$ cat src/rtl/wdata_router.sv
// wdata_router
// Routes the master-1 AXI write-data channel to one of three slaves
// (S0 = IM, S1 = DM, DS = default slave) in the order their write
// addresses were accepted. Each accepted AW pushes {target, len} into a
// small FIFO. The head entry selects the W destination. A beat counter
// generates WLast locally and pops the head on the final beat.
//
// Ports
//   clk, rst                 : clock; synchronous active-high reset
//   S0/S1/DS_AWFire          : accepted AW handshake toward each slave
//   AWLen_in                 : burst length (beats-1) of the accepted AW
//   AW_Block                 : FIFO full, so upstream must stall AW
//   M1_W*                    : master-1 W channel (WLast only checked)
//   S0/S1/DS_W*              : slave W channels
//   W_Err                    : registered one-cycle protocol-error pulse
//   Level                    : FIFO occupancy

`ifndef AXI_LEN_BITS
`define AXI_LEN_BITS 4
`endif
`ifndef AXI_DATA_BITS
`define AXI_DATA_BITS 32
`endif
`ifndef AXI_STRB_BITS
`define AXI_STRB_BITS 4
`endif

module wdata_router #(
    parameter int DEPTH = 4
) (
    input  logic                       clk,
    input  logic                       rst,
    input  logic                       S0_AWFire,
    input  logic                       S1_AWFire,
    input  logic                       DS_AWFire,
    input  logic [`AXI_LEN_BITS-1:0]   AWLen_in,
    output logic                       AW_Block,
    input  logic [`AXI_DATA_BITS-1:0]  M1_WData,
    input  logic [`AXI_STRB_BITS-1:0]  M1_WStrb,
    input  logic                       M1_WLast,
    input  logic                       M1_WValid,
    output logic                       M1_WReady,
    output logic [`AXI_DATA_BITS-1:0]  S0_WData,
    output logic [`AXI_STRB_BITS-1:0]  S0_WStrb,
    output logic                       S0_WLast,
    output logic                       S0_WValid,
    input  logic                       S0_WReady,
    output logic [`AXI_DATA_BITS-1:0]  S1_WData,
    output logic [`AXI_STRB_BITS-1:0]  S1_WStrb,
    output logic                       S1_WLast,
    output logic                       S1_WValid,
    input  logic                       S1_WReady,
    output logic [`AXI_DATA_BITS-1:0]  DS_WData,
    output logic [`AXI_STRB_BITS-1:0]  DS_WStrb,
    output logic                       DS_WLast,
    output logic                       DS_WValid,
    input  logic                       DS_WReady,
    output logic                       W_Err,
    output logic [$clog2(DEPTH):0]     Level
);

    localparam int PTR_W   = $clog2(DEPTH);
    localparam int LVL_W   = PTR_W + 1;
    localparam int LEN_W   = `AXI_LEN_BITS;
    localparam int NUM_SLV = 3;

    // FIFO storage: small enough to live in registers so the head entry is
    // available combinationally for routing.
    logic [1:0]         tgt_mem [DEPTH];
    logic [LEN_W-1:0]   len_mem [DEPTH];

    logic [PTR_W-1:0]   wr_ptr_reg;
    logic [PTR_W-1:0]   rd_ptr_reg;
    logic [LVL_W-1:0]   level_reg;
    logic [LEN_W-1:0]   beat_reg;
    logic               err_reg;

    logic               fifo_empty;
    logic               fifo_full;
    logic [1:0]         head_tgt;
    logic [LEN_W-1:0]   head_len;
    logic               burst_last;
    logic               w_fire;
    logic               pop;
    logic               push;
    logic [2:0]         aw_vec;
    logic               aw_single;
    logic               aw_multi;
    logic [1:0]         push_tgt;
    logic               err_next;

    logic [NUM_SLV-1:0] slave_ready;
    logic [NUM_SLV-1:0] slave_sel;
    logic [NUM_SLV-1:0] slave_valid;

    assign fifo_empty = (level_reg == '0);
    assign fifo_full  = (level_reg == LVL_W'(DEPTH));
    assign head_tgt   = tgt_mem[rd_ptr_reg];
    assign head_len   = len_mem[rd_ptr_reg];
    assign burst_last = (beat_reg == head_len);

    assign slave_ready = {DS_WReady, S1_WReady, S0_WReady};

    generate
        for (genvar gi = 0; gi < NUM_SLV; gi++) begin : g_slave_sel
            assign slave_sel[gi]   = !fifo_empty && (head_tgt == 2'(gi));
            assign slave_valid[gi] = slave_sel[gi] && M1_WValid;
        end
    endgenerate

    assign M1_WReady = |(slave_sel & slave_ready);
    assign w_fire    = M1_WValid && M1_WReady;
    assign pop       = w_fire && burst_last;

    // Exactly-one-hot AW fire pushes; several at once is a protocol error.
    assign aw_vec    = {DS_AWFire, S1_AWFire, S0_AWFire};
    assign aw_single = (aw_vec == 3'b001) || (aw_vec == 3'b010) || (aw_vec == 3'b100);
    assign aw_multi  = (aw_vec != 3'b000) && !aw_single;

    // A pop in the same cycle frees the head slot, so a push is still legal
    // when full (write pointer equals read pointer in that case).
    assign push = aw_single && (!fifo_full || pop) && !rst;

    always_comb begin
        push_tgt = 2'd0;
        if (S1_AWFire) begin
            push_tgt = 2'd1;
        end else if (DS_AWFire) begin
            push_tgt = 2'd2;
        end
    end

    // WLast mismatch only matters on an actual beat transfer.
    assign err_next = aw_multi || (w_fire && (M1_WLast != burst_last));

    always_ff @(posedge clk) begin
        if (push) begin
            tgt_mem[wr_ptr_reg] <= push_tgt;
            len_mem[wr_ptr_reg] <= AWLen_in;
        end
    end

    always_ff @(posedge clk) begin
        if (rst) begin
            wr_ptr_reg <= '0;
            rd_ptr_reg <= '0;
            level_reg  <= '0;
            beat_reg   <= '0;
            err_reg    <= 1'b0;
        end else begin
            if (push) begin
                wr_ptr_reg <= wr_ptr_reg + PTR_W'(1);
            end
            if (pop) begin
                rd_ptr_reg <= rd_ptr_reg + PTR_W'(1);
            end
            case ({push, pop})
                2'b10:   level_reg <= level_reg + LVL_W'(1);
                2'b01:   level_reg <= level_reg - LVL_W'(1);
                default: level_reg <= level_reg;
            endcase
            if (pop) begin
                beat_reg <= '0;
            end else if (w_fire) begin
                beat_reg <= beat_reg + LEN_W'(1);
            end
            err_reg <= err_next;
        end
    end

    assign AW_Block = fifo_full;
    assign Level    = level_reg;
    assign W_Err    = err_reg;

    assign S0_WValid = slave_valid[0];
    assign S1_WValid = slave_valid[1];
    assign DS_WValid = slave_valid[2];

    assign S0_WLast = !fifo_empty && burst_last;
    assign S1_WLast = !fifo_empty && burst_last;
    assign DS_WLast = !fifo_empty && burst_last;

    assign S0_WData = M1_WData;
    assign S1_WData = M1_WData;
    assign DS_WData = M1_WData;
    assign S0_WStrb = M1_WStrb;
    assign S1_WStrb = M1_WStrb;
    assign DS_WStrb = M1_WStrb;

endmodule
$ cat config.mk
export PLATFORM = sky130hd
export DESIGN_NAME = wdata_router
export DESIGN_NICKNAME = d
export VERILOG_FILES = /design/src/rtl/wdata_router.sv
export SDC_FILE = /design/constraint.sdc
export NUM_CORES = 1
export LEC_CHECK = 0
export ABC_AREA = 1
export ABC_CLOCK_PERIOD_IN_PS = 2800
export CAP_MARGIN = 5
export CORE_ASPECT_RATIO = 1.1
export CORE_UTILIZATION = 38
export DETAILED_ROUTE_END_ITERATION = 10
export MAX_ROUTING_LAYER = met4
export PLACE_DENSITY = 0.82
export SLEW_MARGIN = 20
export SYNTH_ARGS = -nofsm -noshare
export SYNTH_HDL_FRONTEND = slang
export SYNTH_SLANG_ARGS = --single-unit
$ cat constraint.sdc
create_clock -name clk -period 2.8 [get_ports clk]
set_input_delay 0.56 -clock clk [delete_from_list [all_inputs] [get_ports clk]]
set_output_delay 0.56 -clock clk [all_outputs]
set_load 0.01 [all_outputs]
---- Yosys cells after proc, flatten, opt, wreduce, memory -nomap -nowiden ----
Memory sizes are Yosys's and may differ from the RTL's. A register that Yosys moved wholly into a read port is not among the register bits.
Index checks and enable logic that the tools add are counted.
word-level totals
  memory bits (read-only) ................. 0
  memories ................................ 2
  latch bits .............................. 0
  output and inout bits ................... 120
  bits in writable memories ............... 24
  register bits ........................... 12
  word-level logic and storage cells ...... 59
memories
  memory   depth  bits a word  read ports  clocked after Yosys merged registers in  wr ports  line  RTL
  len_mem  4      4            1           1                                        1         70    logic [LEN_W-1:0] len_mem [DEPTH];
  tgt_mem  4      2            1           1                                        1         69    logic [1:0] tgt_mem [DEPTH];
cells by class
  equality and inequality tests ........... 10
  add/sub/neg operators ................... 5
  multiplexer cells ....................... 9
  div/mod/pow operators ................... 0
  multipliers ............................. 0
  bitwise operators ....................... 1
  reductions and logical operators ........ 27
  $lt $le $gt $ge ......................... 0
  shift-type cells ........................ 0
operator list
  operator                                                            count
  1-bit logical AND                                                   13
  2-bit two-way mux                                                   6
  3-bit == test, second input constant                                2
  3-bit one-hot mux with 2 select lines                               1
  2-bit by 1-bit adder with 2-bit output, second input constant       2
  4-bit by 1-bit adder with 4-bit output, second input constant       1
  2-bit by 1-bit == test with 1-bit output, second input constant     2
  2-bit == test, second input constant                                2
  4-bit == test                                                       1
  1-bit zero test                                                     4
  1-bit logical OR                                                    4
  3-bit by 1-bit adder with 3-bit output, second input constant       1
  3-bit bitwise AND                                                   1
  3-bit by 1-bit == test with 1-bit output, second input constant     1
  3-bit by 2-bit == test with 1-bit output, second input constant     1
  3-bit zero test                                                     1
  3-bit nonzero test                                                  1
  3-bit OR reduction                                                  1
  3-bit by 1-bit subtractor with 3-bit output, second input constant  1
  2-bit zero test                                                     1
  1-bit two-way mux                                                   2
  2-bit nonzero test                                                  1
  2-bit OR reduction                                                  1
  1-bit inequality test                                               1

---- Longest topological paths before layout ----
Gate-level depths: netlist of the first run.
  depth after elaboration ................. 12
  mapped depth ............................ 19
  gate-level depth less buffers ........... 19

---- Worst setup path before layout of the first run ----
Ideal clock, no wire load.
  path kind ............................... register -> register
  from .................................... reg with a tool-made name
  to ...................................... reg level_reg[2], in the netlist Level[2]
  path buffers ............................ 1
  path slack .............................. 0.373 ns
  data arrival time ....................... 2.305 ns
  setup time .............................. 0.122 ns
  period minus slack after synthesis ...... 2.427 ns
  cell stages (with the launch flop) ...... 19
  path through ............................ dfxtp_1 > inv_2 > buf_6 > nand2_2 > nand2_1 > nand2_1 > nand2_1 > nand4_1 > nand3_4 > nand3_4 > nand2_4 > nand2_4 > ha_1 > inv_1 > fa_1 > a21oi_1 > o21ai_0 > o21ai_0 > a21oi_1
RTL lines
  item                  line  RTL
  to (signal assigned)  158   2'b10: level_reg <= level_reg + LVL_W'(1);
  to (signal assigned)  159   2'b01: level_reg <= level_reg - LVL_W'(1);
  to (signal assigned)  160   default: level_reg <= level_reg;
  to (decl)             74    logic [LVL_W-1:0] level_reg;

---- Final worst setup path of the first run ----
  from .................................... in M1_WValid
  to ...................................... out S1_WValid
on the way
  cells in the longest elaborated chain, start to end .. 1
ends and longest elaborated chain
  item               line  RTL
  from (decl)        41    input logic M1_WValid,
  1-bit logical AND  107   assign slave_valid[gi] = slave_sel[gi] && M1_WValid;
  to (decl)          51    output logic S1_WValid,
Every way passes these cells.

==> results of run 1 <==
==> synthesized netlist by cell type, drive strengths merged <==
cell type / n
nor2: 13
xor2: 3
ha: 6
edfxtp: 24
or2: 1
nand2: 74
inv: 24
a21oi: 12
buf: 113
o21ai: 4
nand3: 23
fa: 1
nand4: 5
dfxtp: 14
nor3: 1
clkbuf: 1
nor4: 3
==> metal layers <==
layer	wire [um]	share of wire [%]
met1	1600	30
met2	2850	53
met3	827	15
met4	76	1.4
met5	0	0
==> worst register-to-register path, cell delays in order (launching register included) <==
cell and delay (ns):
dfxtp_4 0.38, buf_4 0.16, nand2_1 0.06, nand3_1 0.12
nand2_1 0.10, nand2_1 0.07, nand2_2 0.07, nand4_1 0.12
buf_4 0.17, nor2_4 0.11, ha_1 0.16, inv_1 0.07
fa_1 0.38, a21oi_1 0.15, o21ai_1 0.10, o21ai_1 0.12
a21oi_1 0.05
==> per-stage QoR <==
stage	cell area [um2]	instances
global placement	2320	325
finish	2490	335
detailed placement	2320	325
global route	2490	335
floorplan	2770	322
CTS	2470	334
==> layout by cell type (no fill, tap or decap), types with 3 or more instances in the layout <==
cell / netlist / routed
nand3_1: 19 / 19
inv_1: 21 / 21
buf_4: 110 / 9
clkdlybuf4s50_1: 0 / 22
dfxtp_1: 14 / 12
nand2_1: 60 / 60
ha_1: 6 / 6
dlymetal6s2s_1: 0 / 3
nor2_2: 4 / 5
nor2_1: 7 / 6
xor2_1: 3 / 3
clkbuf_8: 0 / 5
nand2_2: 11 / 11
nor4_1: 3 / 3
edfxtp_1: 24 / 24
a21oi_1: 12 / 12
nand4_1: 4 / 4
nand2_4: 3 / 3
==> layout make-up <==
class                           count  share of cell area, %
Sequential cell                    38                   40.4
Multi-Input combinational cell    146                   33.0
Timing Repair Buffer               34                   13.1
Tap cell                           85                   4.27
Inverter                           24                   3.72
Clock buffer                        5                   2.76
Clock inverter                      3                   2.76
==> power breakdown <==
group,internal (mW),total (mW),switching [mW]
clock network,0.357,0.554,0.197
registers,0.614,0.624,0.00929
logic,0.0611,0.144,0.0826
==> kinds of logic (layout without fill, tap and decap cells) <==
| logic type | after synthesis | in the layout | synth area share [%] |
|---|---|---|---|
| simple gates | 120 | 120 | 22.4 |
| flops | 38 | 38 | 36.2 |
| compound gates | 16 | 16 | 2.89 |
| fa+ha+maj | 7 | 7 | 3.43 |
| xor+xnor | 3 | 3 | 0.949 |
| buf+inv | 138 | 66 | 34.2 |
==> final timing paths <==
path / start / endpoint / slack (ns)
worst max-delay path: M1_WValid / S1_WValid / 0.19
worst min-delay path: beat_reg[3] / beat_reg[3] / 0.49
worst max register to register: flip-flop / Level[2] / 0.31
worst min register to register: beat_reg[3] / beat_reg[3] / 0.49
==> repair_timing <==
item | CTS | global route
pin swaps | 1 | 1
resized for setup | 2 | 8
setup buffers | 1 | 1
hold buffers | 0 | 0
setup endpoints to repair | 3 | 4
==> results by group, run 1 <==
Synth
  • Yosys top cell area share: a little under 30%
  • Synthesized netlist net count: between 300 and 400
  • Number of distinct library cells after synthesis: 27
  • Synth warn: 0
  • Synth area leaders: buf_4 (30%), edfxtp_1 (26%), dfxtp_1 (10%)
  • Post-synthesis sequential area ratio: between 30% and 40%
  • Cells after Synth: 322
  • Cell Area, Synth: between 2000 and 3000 um2
  • Yosys reg bits: 38
  • Synth area leader: buf_4
  • Mean Syn Cell Area: about 8.6 um2

GRT
  • M1 GR Usage: a little under an eighth
  • Total GRT Usage: between 10 and 15%
  • Largest net degree at the start of global routing: 14
  • Vias in the first global route: ~1600
  • Global route overflow: 0
  • Initial antenna violation count: 0
  • GR peak layer: met2
  • First-pass GRT wire length: slightly above 8 mm
  • M3 GR Usage: a little under a tenth
  • GR Layer Usage met2: between 20% and 30%

Worst setup path
  • CP most frequent cell: clkdlybuf4s50_1
  • CP Max Fanout: 3
  • Slowest cell on the critical path: clkdlybuf4s50_1
  • CP top delay family: buffers and inverters
  • Slowest stage delay, CP: roughly 0.60 ns
  • Critical path data required time: 2.24 ns
  • Crit Path Category: primary input to primary output
  • Crit end category: primary output
  • Cell count along the critical path: 4
  • CP startpoint kind: primary input
  • CP arrival: 2.05 ns
  • Critical-path cell list: clkdlybuf4s50_1 -> inv_1 -> nor4_1 -> clkdlybuf4s50_1
  • WP buf/inv: 3
  • R2R depth: 16

Power
  • Lkg Pwr: roughly 1.0 nW
  • PwrDens: approximately 530 nW/um2
  • Pwr Total: 1.32 mW
  • Max IR drop VDD: 0.360 mV

Clock network
  • Longest Clk Path Bufs: 2
  • H-tree levels: 2
  • Total CTS buffers: 5
  • CTS tree: done
  • Clock root cell: clkbuf_8
  • Reg clk slew, reported paths: around 0.070 ns
  • Clock insertion delay at the later pin of the skew report: 0.29 ns
  • Clock sinks: 38

Drt
  • Routed len/inst: 16.0 um
  • First-pass DRT Iterations: 4
  • Initial detailed-routing violation count: 54
  • Final ANT Viol Nets: 0
  • Via count: around 1600
  • Avg Vias per Cell: between 4 and 5
  • Routed WL: 5.35 mm
  • Remaining DRCs: 0

Die
  • Initial Utilization: slightly below 40%
  • Full die area: between 7000 and 8000 um2
  • Rows: 32
  • Top Ports: 170
  • Die height: about 90 um
  • Die W: about 83 um
  • Core box area: about 7000 um2

STA
  • Final Setup Violations: 0
  • RSZ-0062 raised after global routing: no
  • Final hold viol count: 0
  • Slew HR: 67.3%
  • Fmax: 0.383 GHz
  • Setup ws final: 0.189 ns
  • Fin crit period: approximately 2.6 ns
  • Worst clock skew: roughly 0.0071 ns
  • Total Neg Setup Slack: 0 ns
  • Final hold slack: ~0.49 ns
  • Least-Margin Pin Slew: 0.487 ns
  • Max-slew violations: 0
  • Final Cycle Share: between 90 and 100%

Placed design
  • Placement Setup Slack: -0.0294 ns
  • Port bufs: 25
  • Routability-driven placement congestion ratio: ~0.83
  • Detailed Place HPWL: 4.26 mm

Finish
  • Multi-input logic area: 823 um2
  • Max reg flops: 16
  • Register area: between 1000 and 1500 um2
  • Syn-to-layout area delta: -10.0%
  • Final core occ: a little over a third
  • Ant. Diodes: 0
  • NumNets Final: approximately 300
  • Share of cells above drive strength 1: about a fifth
  • # fillers: about 710

Hold path
  • Worst Hold Class: flip-flop to flip-flop
  • Hold Path Stages: 2

Status
  • Outcome: finished clean

Run
  • MaxCap Viol Count: 0
Power figures use the tool's default switching activity.
==> inputs of run 2 (changes only) <==
--- a/config.mk
+++ b/config.mk
@@ -13,6 +13,7 @@
 export DETAILED_ROUTE_END_ITERATION = 10
 export MAX_ROUTING_LAYER = met4
 export PLACE_DENSITY = 0.82
+export SETUP_SLACK_MARGIN = 0.15
 export SLEW_MARGIN = 20
 export SYNTH_ARGS = -nofsm -noshare
 export SYNTH_HDL_FRONTEND = slang
==> run 2 against run 1 <==
Net effect:
- non-clock buffer count is the same
- wire length up 0.36%
- critical path type unchanged
- sequential share of layout area fell by 0.061 points
- die area stayed put
- setup slack worse by 0.0094 ns
- clock power about the same
- sequential cell count is the same
- combinational power is essentially flat
- sequential power hardly changed
- global-route usage up 0.060 points
- critical endpoint unchanged
- fmax shrank 0.36%
==> results by group, run 2 (synthesis results as in run 1) <==
Status
  • Outcome: finished clean

STA
  • Slew HR: 64.7% (-2.5 points)
  • Fmax: 0.382 GHz (-0.36%)
  • Final Setup Violations: 0 (unchanged)
  • Final hold viol count: 0 (unchanged)
  • Final Cycle Share: 93.6% (+0.34 points)
  • Worst clock skew: 0.00526 ns (-0.00180 ns)
  • Max-slew violations: 0 (unchanged)
  • RSZ-0062 raised after global routing: yes
  • Fin crit period: 2.62 ns (+0.00942 ns)
  • Least-Margin Pin Slew: 0.525 ns (+0.0378 ns)

GRT
  • Global route overflow: 0 (unchanged)
  • Vias in the first global route: 1632 (+0.74%)
  • Total GRT Usage: 14.5% (+0.060 points)
  • Largest net degree at the start of global routing: 14 (unchanged)
  • First-pass GRT wire length: 8.27 mm (+0.67%)
  • Initial antenna violation count: 0 (unchanged)

Worst setup path
  • CP startpoint kind: primary input
  • CP arrival: 2.06 ns (about the same)
  • CP top delay family: buffers and inverters
  • Slowest cell on the critical path: clkdlybuf4s50_1
  • WP buf/inv: 3 (unchanged)
  • Critical path data required time: 2.24 ns (about the same)
  • Slowest stage delay, CP: 0.60 ns (about the same)
  • Crit end category: primary output
  • CP most frequent cell: clkdlybuf4s50_1
  • CP Max Fanout: 3 (unchanged)
  • Critical-path cell list: clkdlybuf4s50_1 -> inv_1 -> nor4_1 -> clkdlybuf4s50_1
  • Crit Path Category: primary input to primary output

Die
  • Die height: 91.5 um (unchanged)
  • Top Ports: 170 (unchanged)
  • Initial Utilization: 39.3% (unchanged)
  • Full die area: 7630 um2 (unchanged)
  • Core box area: 7050 um2 (unchanged)
  • Rows: 32 (unchanged)
  • Die W: 83.4 um (unchanged)

Drt
  • Avg Vias per Cell: 4.89 (+0.18%)
  • Routed WL: 5.37 mm (+0.36%)
  • Via count: 1639 (+0.18%)
  • First-pass DRT Iterations: 4 (unchanged)
  • Final ANT Viol Nets: 0 (unchanged)
  • Remaining DRCs: 0 (unchanged)
  • Routed len/inst: 16.0 um (+0.36%)
  • Initial detailed-routing violation count: 64 (+19%)

Power
  • Max IR drop VDD: 0.360 mV (about the same)
  • PwrDens: 529 nW/um2 (-0.22%)
  • Pwr Total: 1.32 mW (about the same)
  • Lkg Pwr: 1.02 nW (-0.83%)

Finish
  • Share of cells above drive strength 1: 20.8% (+1.2 points)
  • NumNets Final: 306 (unchanged)
  • Max reg flops: 16 (unchanged)
  • Commonest non-fill, non-tap cell in the layout: nand2_1
  • Commonest non-fill, non-tap cells in the layout: nand2_1 (60), edfxtp_1 (24), inv_1 (21), clkdlybuf4s50_1 (21), nand3_1 (19)
  • Ant. Diodes: 0 (unchanged)
  • Final core occ: 35.4% (+0.053 points)
  • Syn-to-layout area delta: -9.90%

Placed design
  • Port bufs: 25 (unchanged)
  • Detailed Place HPWL: 4.26 mm (unchanged)
  • Routability-driven placement congestion ratio: 0.833 (unchanged)

Clock network
  • Clock insertion delay at the later pin of the skew report: 0.29 ns (about the same)
  • H-tree levels: 2 (unchanged)
  • Clock sinks: 38 (unchanged)
  • Total CTS buffers: 5 (unchanged)
  • Longest Clk Path Bufs: 2 (unchanged)
  • CTS tree: done
  • Reg clk slew, reported paths: 0.07 ns (about the same)
  • Clock root cell: clkbuf_8

Hold path
  • Worst Hold Class: flip-flop to flip-flop

Run
  • MaxCap Viol Count: 0 (unchanged)
[run 2: cell types whose count changed in the layout (fill, tap and decap cells not counted), sizes merged]
cell / delta
clkdlybuf4s50: -1
dlygate4sd2: +2
dlymetal6s2s: -1
[run 2: through the flow]
stage | instances | TNS [ns] | area, um2 | hold WS [ns] | setup WS (ns)
finish | 335 | 0 | 2490 | 0.495 | 0.180
global route | 335 | 0 | 2490 | 0.505 | 0.0655
CTS | 334 | 0 | 2470 | 0.493 | 0.0947
detailed placement | 325 | -0.0294 | 2320 | 0.479 | -0.0294
global placement | 325 | 0 | 2320 | 0.472 | 0.0385
floorplan | 322 | 0 | 2770 | 0.457 | 0.373
[run 2: routing by layer]
layer  up-vias  part of all wire [%]  global-route usage, %
li1        778                     -                      -
met1       714                    30                   11.9
met2       134                    53                   25.8
met3        13                    15                   9.27
met4         0                   1.4                   5.75
met5         -                     0                      -
[run 2: final timing paths]
| kind | depth (start not counted) | slack [ns] | end | startpoint |
|---|---|---|---|---|
| setup / recovery | 4 | 0.18 | S1_WValid | M1_WValid |
| hold / removal | 2 | 0.50 | beat_reg[3] | beat_reg[3] |
| setup reg to reg | 16 | 0.29 | Level[2] | flip-flop |
| hold reg to reg | 2 | 0.50 | beat_reg[3] | beat_reg[3] |
[run 2: where the power goes]
part,switching (mW),internal [mW]
clock network,0.195,0.357
registers,0.00932,0.614
logic,0.0829,0.0612
[run 2: timing repair]
action                                  4_1_cts  5_1_grt
endpoints found under the setup margin        4        4
pin swaps                                     1        2
hold buffers                                  0        0
cloned                                        0        0
gates resized for setup                       6        8
buffers inserted                              1        1
[run 2: final cells by class]
type,instances,area [um2]
clock buffer,5,68.8
clock inverter,3,68.8
fill,706,4550
inverter,24,92.6
multi-input combinational,146,832
sequential,38,1010
tap,85,106
timing repair buffer,34,320
[run 2: worst register-to-register path: cells and delay by family (launching register included)]
kind	cells	cell delay [ns]
adders and majority gates	2	0.53
AOI/OAI and AO/OA	4	0.43
DFF	1	0.37
and+or+nand+nor	7	0.65
buffers and inverters	3	0.41
